## config.mk

```make
export PLATFORM = sky130hd
export DESIGN_NAME = sc_environment_timer
export DESIGN_NICKNAME = d
export VERILOG_FILES = /design/src/rtl/sc_environment_timer.sv
export SDC_FILE = /design/constraint.sdc
export NUM_CORES = 1
export LEC_CHECK = 0
export CORE_AREA = 2 2 86 88
export CTS_BUF_LIST = sky130_fd_sc_hd__clkbuf_16
export DETAILED_ROUTE_END_ITERATION = 8
export DIE_AREA = 0 0 88 90
export GPL_ROUTABILITY_DRIVEN = 0
export GPL_TIMING_DRIVEN = 0
export PLACE_DENSITY_LB_ADDON = 0.25
export SLEW_MARGIN = 10
export SYNTH_ARGS = -nofsm -noshare
export SYNTH_HDL_FRONTEND = slang
export SYNTH_SLANG_ARGS = --single-unit
export TNS_END_PERCENT = 10
```

## constraint.sdc

```tcl
create_clock -name SC_ENVIRONMENT_TIMER_CLOCK_50 -period 2.45 [get_ports SC_ENVIRONMENT_TIMER_CLOCK_50]
set_input_delay 0.735 -clock SC_ENVIRONMENT_TIMER_CLOCK_50 [delete_from_list [all_inputs] [get_ports SC_ENVIRONMENT_TIMER_CLOCK_50]]
set_output_delay 0.735 -clock SC_ENVIRONMENT_TIMER_CLOCK_50 [all_outputs]
set_load 0.005 [all_outputs]
```

## src/rtl/sc_environment_timer.sv

```systemverilog
// Event source for the environment state machine: paces transition screens,
// issues acknowledged road-scroll requests, and tracks level progress and the win.
module sc_environment_timer #(
  parameter int PRESCALE         = 500000,
  parameter int TRANS_TICKS      = 200,
  parameter int DOWN_TICKS_L1    = 8,
  parameter int DOWN_TICKS_L2    = 5,
  parameter int DOWN_TICKS_L3    = 3,
  parameter int SHIFTS_PER_LEVEL = 64
) (
  input  logic       SC_ENVIRONMENT_TIMER_CLOCK_50,
  input  logic       SC_ENVIRONMENT_TIMER_RESET_InHigh,
  input  logic       SC_ENVIRONMENT_TIMER_CLEAR_InLow,
  input  logic       SC_ENVIRONMENT_TIMER_ENABLECOUNT_InLow,
  input  logic       SC_ENVIRONMENT_TIMER_SCREENSELECTOR_In,
  input  logic       SC_ENVIRONMENT_TIMER_LOAD_InLow,
  output logic       SC_ENVIRONMENT_TIMER_TRANSITION_OutLow,
  output logic       SC_ENVIRONMENT_TIMER_DOWN_OutLow,
  output logic       SC_ENVIRONMENT_TIMER_WIN_OutLow,
  output logic [2:0] SC_ENVIRONMENT_TIMER_LEVEL_OutBus
);

  localparam int DN_MAX = (DOWN_TICKS_L1 > DOWN_TICKS_L2) ?
                          ((DOWN_TICKS_L1 > DOWN_TICKS_L3) ? DOWN_TICKS_L1 : DOWN_TICKS_L3) :
                          ((DOWN_TICKS_L2 > DOWN_TICKS_L3) ? DOWN_TICKS_L2 : DOWN_TICKS_L3);
  localparam int PRE_W = (PRESCALE > 1)         ? $clog2(PRESCALE)         : 1;
  localparam int TR_W  = (TRANS_TICKS > 1)      ? $clog2(TRANS_TICKS)      : 1;
  localparam int DN_W  = (DN_MAX > 1)           ? $clog2(DN_MAX)           : 1;
  localparam int SH_W  = (SHIFTS_PER_LEVEL > 1) ? $clog2(SHIFTS_PER_LEVEL) : 1;

  localparam logic [PRE_W-1:0] PRE_LAST = PRE_W'(PRESCALE - 1);
  localparam logic [TR_W-1:0]  TR_LAST  = TR_W'(TRANS_TICKS - 1);
  localparam logic [SH_W-1:0]  SH_LAST  = SH_W'(SHIFTS_PER_LEVEL - 1);

  typedef enum logic [1:0] {D_IDLE, D_REQ, D_DONE} dn_state_t;

  logic             clk;
  logic             kill;
  logic [PRE_W-1:0] tr_pre;
  logic [TR_W-1:0]  tr_cnt;
  logic             trans_n_q;
  dn_state_t        dn_state;
  logic [PRE_W-1:0] dn_pre;
  logic [DN_W-1:0]  dn_cnt;
  logic [SH_W-1:0]  scroll_cnt;
  logic             down_n_q;
  logic             win_n_q;
  logic [2:0]       level_q;

  assign clk  = SC_ENVIRONMENT_TIMER_CLOCK_50;
  assign kill = SC_ENVIRONMENT_TIMER_RESET_InHigh | ~SC_ENVIRONMENT_TIMER_CLEAR_InLow;

  // Terminal tick count for the current level's scroll period.
  function automatic logic [DN_W-1:0] down_last(input logic [2:0] lv);
    case (lv)
      3'd1:    down_last = DN_W'(DOWN_TICKS_L1 - 1);
      3'd2:    down_last = DN_W'(DOWN_TICKS_L2 - 1);
      default: down_last = DN_W'(DOWN_TICKS_L3 - 1);
    endcase
  endfunction

  // Transition timer: any cycle with enable high discards partial progress.
  always_ff @(posedge clk) begin
    if (kill || SC_ENVIRONMENT_TIMER_ENABLECOUNT_InLow) begin
      tr_pre    <= '0;
      tr_cnt    <= '0;
      trans_n_q <= 1'b1;
    end else begin
      trans_n_q <= 1'b1;
      if (tr_pre == PRE_LAST) begin
        tr_pre <= '0;
        if (tr_cnt == TR_LAST) begin
          tr_cnt    <= '0;
          trans_n_q <= 1'b0;
        end else begin
          tr_cnt <= tr_cnt + 1'b1;
        end
      end else begin
        tr_pre <= tr_pre + 1'b1;
      end
    end
  end

  // Scroll request FSM with level/win bookkeeping on each acknowledge.
  always_ff @(posedge clk) begin
    if (kill) begin
      dn_state   <= D_IDLE;
      dn_pre     <= '0;
      dn_cnt     <= '0;
      scroll_cnt <= '0;
      down_n_q   <= 1'b1;
      win_n_q    <= 1'b1;
      level_q    <= 3'd1;
    end else begin
      case (dn_state)
        D_IDLE: begin
          down_n_q <= 1'b1;
          if (SC_ENVIRONMENT_TIMER_SCREENSELECTOR_In || !win_n_q) begin
            dn_pre <= '0;
            dn_cnt <= '0;
          end else if (dn_pre == PRE_LAST) begin
            dn_pre <= '0;
            if (dn_cnt == down_last(level_q)) begin
              dn_cnt   <= '0;
              dn_state <= D_REQ;
              down_n_q <= 1'b0;
            end else begin
              dn_cnt <= dn_cnt + 1'b1;
            end
          end else begin
            dn_pre <= dn_pre + 1'b1;
          end
        end
        D_REQ: begin
          // Acknowledge takes precedence over a screen change in the same cycle.
          if (!SC_ENVIRONMENT_TIMER_LOAD_InLow) begin
            dn_state <= D_DONE;
            down_n_q <= 1'b1;
            if (scroll_cnt == SH_LAST) begin
              scroll_cnt <= '0;
              if (level_q < 3'd3) level_q <= level_q + 3'd1;
              else                win_n_q <= 1'b0;
            end else begin
              scroll_cnt <= scroll_cnt + 1'b1;
            end
          end else if (SC_ENVIRONMENT_TIMER_SCREENSELECTOR_In) begin
            dn_state <= D_IDLE;
            down_n_q <= 1'b1;
          end
        end
        D_DONE: begin
          dn_state <= D_IDLE;
          down_n_q <= 1'b1;
        end
        default: begin
          dn_state <= D_IDLE;
          down_n_q <= 1'b1;
        end
      endcase
    end
  end

  assign SC_ENVIRONMENT_TIMER_TRANSITION_OutLow = trans_n_q;
  assign SC_ENVIRONMENT_TIMER_DOWN_OutLow       = down_n_q;
  assign SC_ENVIRONMENT_TIMER_WIN_OutLow        = win_n_q;
  assign SC_ENVIRONMENT_TIMER_LEVEL_OutBus      = level_q;

endmodule
```

# Word-level counts from Yosys, hierarchy flattened
# Cells that the tools add are included.
[word_totals]
ff_bits = 63
out_inout_bits = 6
inputBits = 6
wordCells = 71
[classes]
add_sub_neg = 6
n_eq_ne = 12
mux = 25
n_reduce_logical = 12
magnitude_cmp = 1
n_bitwise = 5
[ops]
columns = ["op", "count"]
rows = [
  ["19-bit by 1-bit adder with 19-bit output, second input constant", 2],
  ["19-bit == test, second input constant", 2],
  ["19-bit two-way mux", 2],
  ["3-bit two-way mux", 7],
  ["4-bit AND reduction", 3],
  ["2-bit two-way mux", 5],
  ["8-bit by 1-bit adder with 8-bit output, second input constant", 1],
  ["8-bit == test, second input constant", 1],
  ["8-bit two-way mux", 1],
  ["3-bit by 1-bit adder with 3-bit output, second input constant", 2],
  ["6-bit by 1-bit adder with 6-bit output, second input constant", 1],
  ["6-bit == test, second input constant", 1],
  ["1-bit two-way mux", 6],
  ["6-bit two-way mux", 1],
  ["2-bit != test, second input constant", 3],
  ["3-bit one-hot mux with 2 select lines", 1],
  ["1-bit inverter", 4],
  ["2-bit one-hot mux with 2 select lines", 1],
  ["2-bit AND reduction", 2],
  ["2-bit OR reduction", 2],
  ["3-bit by 1-bit == test with 1-bit output, second input constant", 1],
  ["3-bit by 2-bit == test with 1-bit output, second input constant", 1],
  ["3-bit == test", 1],
  ["3-bit by 2-bit less-than comparator with 1-bit output, second input constant", 1],
  ["8 further kinds", 9],
]

# Depth between registers and ports, before layout
[logic_depth]
depth_word = 11
ltp_mapped = 7
ltp_nobuf = 7

# Worst setup path after synthesis
# No wires, ideal clock.
[synth_path]
path_kind = "input -> register"
from = "in SC_ENVIRONMENT_TIMER_SCREENSELECTOR_In"
to = "reg dn_state[0]"
cell_stages = 4
required_time_ps = 2380
setup_ps = 70
t_arrival_ps = 1798
path_slack_ps = 582
path_buffers = 0
path_cell_list = "nand2b_1 or4_1 or3_1 a21oi_1"
[synth_between]
elab_chain_cells = 3
word_cells_on_any_way = 4
cone_classes = "eq/ne (2); reduce/logical (2)"
[synth_rtl]
columns = ["element", "line_no", "source"]
rows = [
  ["start: declaration", "15", "input logic SC_ENVIRONMENT_TIMER_SCREENSELECTOR_In,"],
  ["1-bit logical OR", "98", "if (SC_ENVIRONMENT_TIMER_SCREENSELECTOR_In || !win_n_q) begin"],
  ["2-bit != test (no source line)", "-", ""],
  ["4-bit AND reduction (no source line) (*)", "-", ""],
  ["end signal: assignment", "105", "dn_state <= D_REQ;"],
  ["end signal: assignment", "117", "dn_state <= D_DONE;"],
  ["end signal: assignment", "127", "dn_state <= D_IDLE;"],
  ["end: declaration", "42", "dn_state_t dn_state;"],
]
# Every way passes the cells marked *; elsewhere a longest branch is shown, timed or not.
# A chain may end at the register's enable or synchronous reset.

# Worst setup path in the final report
[layout_path]
from = "in SC_ENVIRONMENT_TIMER_RESET_InHigh"
to = "reg tr_pre[6]"
[layout_between]
elab_chain_cells = 3
[layout_rtl]
columns = ["element", "line_no", "source"]
rows = [
  ["start: declaration", "12", "input logic SC_ENVIRONMENT_TIMER_RESET_InHigh,"],
  ["1-bit OR", "51", "assign kill = SC_ENVIRONMENT_TIMER_RESET_InHigh | ~SC_ENVIRONMENT_TIMER_CLEAR_InLow;"],
  ["1-bit logical OR", "64", "if (kill || SC_ENVIRONMENT_TIMER_ENABLECOUNT_InLow) begin"],
  ["2-bit OR reduction (no source line)", "-", ""],
  ["end signal: assignment", "79", "tr_pre <= tr_pre + 1'b1;"],
  ["end: declaration", "39", "logic [PRE_W-1:0] tr_pre;"],
]
# Every way passes these cells.

==> reports/summary.txt <==
Final Max Tran Viols -> 0
setup TNS -> 0 ns
die width -> 88 um
vias per inst -> 4.88
R2R Path End -> tr_pre[6]
via count -> 2,263
die height -> 90 um
final worst setup slack -> 0.245 ns
largest net degree at the start of global routing -> 12
DR DRC count -> 0
CTS tree -> yes
Design Power -> 2380 uW
worst hold slack -> 0.459 ns
Warnings, synthesis -> 0
Final Hold Vio Count -> 0
PortBufs -> 11
RSZ-0062 raised after global routing -> no
Final Skew -> 0.00490 ns
layout cells sized above 1 -> 6.85%
worst slew pin tran -> 0.674 ns
CTS root buffer -> clkbuf_16
Clock Path Buffers -> 2
PD cells -> 690 nW/um2
Crit. End Element -> register
die area -> 7920 um2
Req. time, crit path -> 2.66 ns
Fill cells -> 687
register area share after synthesis -> 43.5%
crit-path max FO -> 10
critical path class -> primary input to register
WL/cell -> 11.0 um
Max-slew headroom -> 54.6%
initial antenna violation count -> 0
core area -> 7020 um2
HP Class -> register to register
final setup violation count -> 0
H-tree levels -> 3
nets -> 374
max-cap violation count -> 0
fmax -> 454 MHz
Hold EP -> tr_pre[0]
Post-CTS Setup Inserts -> 0
status -> finished, final reports clean
total track usage -> 14.4%
Worst EP arrival -> 2.41 ns
clock-pin slew on the worst setup and hold paths -> 0.05 ns
#FFs+latches synth -> 63
pre-CTS setup slack -> -0.140 ns
clock latency on the worst-skew pair -> 0.32 ns
Hold Path Cell Cnt -> 1
Routed Wire Length -> 5.11 mm
Pleak -> 0.00108 uW
drt pass-1 iters -> 4
synthesized area -> 2900 um2
origin of the critical flop-to-flop path -> tr_pre[0]
startpoint of the worst hold path -> tr_pre[0]
1st-iter DRT viols -> 59
syn nets -> 352
r2r worst-path depth -> 7
startpoint types -> primary input
P&R area growth vs syn -> 18.9%
syn avg cell area -> 8.58 um2
Post-CTS Hold Buffers -> 0
dpl hpwl -> 3.57 mm
Antenna Nets Post-Route -> 0
diodes inserted -> 0
first-pass GRT wire length -> 9.15 mm
Initial Util -> 41.3%
num rows -> 31
clock sink count -> 63
Num CTS Buffers -> 9
worst reg2reg setup slack -> 0.34 ns
gr ovfl total -> 0
vias in the first global route -> 2,089
Worst VDD drop -> 0.000476 V
Yosys cell types -> 43
crit share post-route -> 90.0%
CTS resizes -> 0
min cycle time layout -> 2.20 ns
# IOs -> 12
cell count after synthesis -> 338
## cell type report
class,instances,area (um2),area share [%]
plain buffers,6,25.0,0.726
clock inverters,7,87.6,2.54
flip-flops and latches,63,1260,36.6
multi-input cells,261,1580,45.9
inverters,8,30.0,0.871
well taps,99,124,3.59
repair buffers,11,110,3.20
clock buffers,9,225,6.54
## sequential cells by signal (all words and copies together), names as in the netlist
register,cells
SC_ENVIRONMENT_TIMER_DOWN_OutLow,1
SC_ENVIRONMENT_TIMER_LEVEL_OutBus,3
SC_ENVIRONMENT_TIMER_TRANSITION_OutLow,1
SC_ENVIRONMENT_TIMER_WIN_OutLow,1
dn_cnt,3
dn_pre,19
dn_state,2
scroll_cnt,6
tr_cnt,8
tr_pre,19
## layout by cell type, fill, tap and decap left out, drive strengths merged, types with 2 or more instances in the layout
cell,Yosys,routed
a21oi,10,10
ha,8,8
dfxtp,63,63
and3,6,6
bufinv,0,2
xor2,17,17
or3,9,9
nor2,62,62
o21ai,10,10
xnor2,28,28
and2,5,5
nand3,15,15
clkinv,0,3
nor4,7,7
nand2,29,29
inv,8,8
nand2b,3,3
buf,3,3
clkinvlp,0,2
clkdlybuf4s50,0,11
and4,3,3
nand4,15,15
nor4b,4,4
nor3,12,12
nor2b,4,4
clkbuf,3,12
## layer usage
metal	global-route usage (%)	part of all wire, %	routed length (um)	vias up
met3	4.68	2.5	128	4
met4	5.77	1.2	59	0
met5	0	0	0	-
li1	-	-	-	1210
met2	21.8	45	2320	12
met1	18.7	51	2600	1037
## report_power, final
group          total [uW]  switching, uW  internal, uW  leakage, uW
clock                1310            429           880     0.000147
combinational        38.3           23.3          15.0     0.000428
sequential           1030           2.35          1030     0.000508
total                2380            454          1920      0.00108
## cells in the mapped netlist (all sizes together)
cell / instances / share of area (%)
clkbuf: 3 / 0.39
inv: 8 / 1.0
and2: 5 / 1.1
nor3: 12 / 2.2
nand4bb: 1 / 0.39
a21oi: 10 / 1.7
nand3b: 1 / 0.26
nor4b: 4 / 1.2
nor4: 7 / 1.5
xnor2: 28 / 8.5
or3: 9 / 2.0
nand4: 15 / 3.5
mux2i: 1 / 0.35
nand2b: 3 / 0.65
or4bb: 1 / 0.39
o211ai: 1 / 0.26
xor2: 17 / 5.1
o22ai: 1 / 0.22
nand3: 15 / 2.6
a211oi: 1 / 0.26
nand4b: 1 / 0.30
or2: 1 / 0.22
a2bb2oi: 1 / 0.30
or4b: 1 / 0.35
or4: 1 / 0.26
dfxtp: 63 / 44
buf: 3 / 0.47
ha: 8 / 3.5
a31o: 1 / 0.30
nor3b: 1 / 0.43
nor2b: 4 / 0.86
and3: 6 / 1.3
nand2: 29 / 3.8
nor2: 62 / 8.1
o21ai: 10 / 1.9
and4: 3 / 0.91
## cells by family after synthesis
group	synth area share, %
flops	43.5
buf+inv	1.90
compound gates	4.92
xor+xnor	13.6
fa+ha+maj	3.45
mux	0.345
simple gates	32.3
## worst max-delay path by stage
| stage | startpoint | to |
|---|---|---|
| 2_1_floorplan | SC_ENVIRONMENT_TIMER_SCREENSELECTOR_In | dn_state[0] |
| 3_3_place_gp | SC_ENVIRONMENT_TIMER_RESET_InHigh | tr_pre[18] |
| 3_5_place_dp | SC_ENVIRONMENT_TIMER_RESET_InHigh | tr_pre[7] |
| 4_1_cts | SC_ENVIRONMENT_TIMER_RESET_InHigh | tr_pre[7] |
| 5_1_grt | SC_ENVIRONMENT_TIMER_RESET_InHigh | tr_pre[1] |
| 6_report | SC_ENVIRONMENT_TIMER_RESET_InHigh | tr_pre[6] |
## through the flow
stage	instances	cell area (um2)	utilization, %
after floorplan	338	2900	-
after global placement	448	3130	44.6
after detailed placement	448	3130	44.6
after CTS	464	3450	49.1
after global routing	464	3450	49.1
final	464	3450	49.1
## worst max-delay path, cell delays in order
cell	delay (ns)
clkdlybuf4s50_1	0.46
nand2b_1	0.09
buf_1	0.38
nor2_1	0.16
o21ai_2	0.21
buf_2	0.30
nor2_1	0.07
Power figures use the tool's default switching activity.
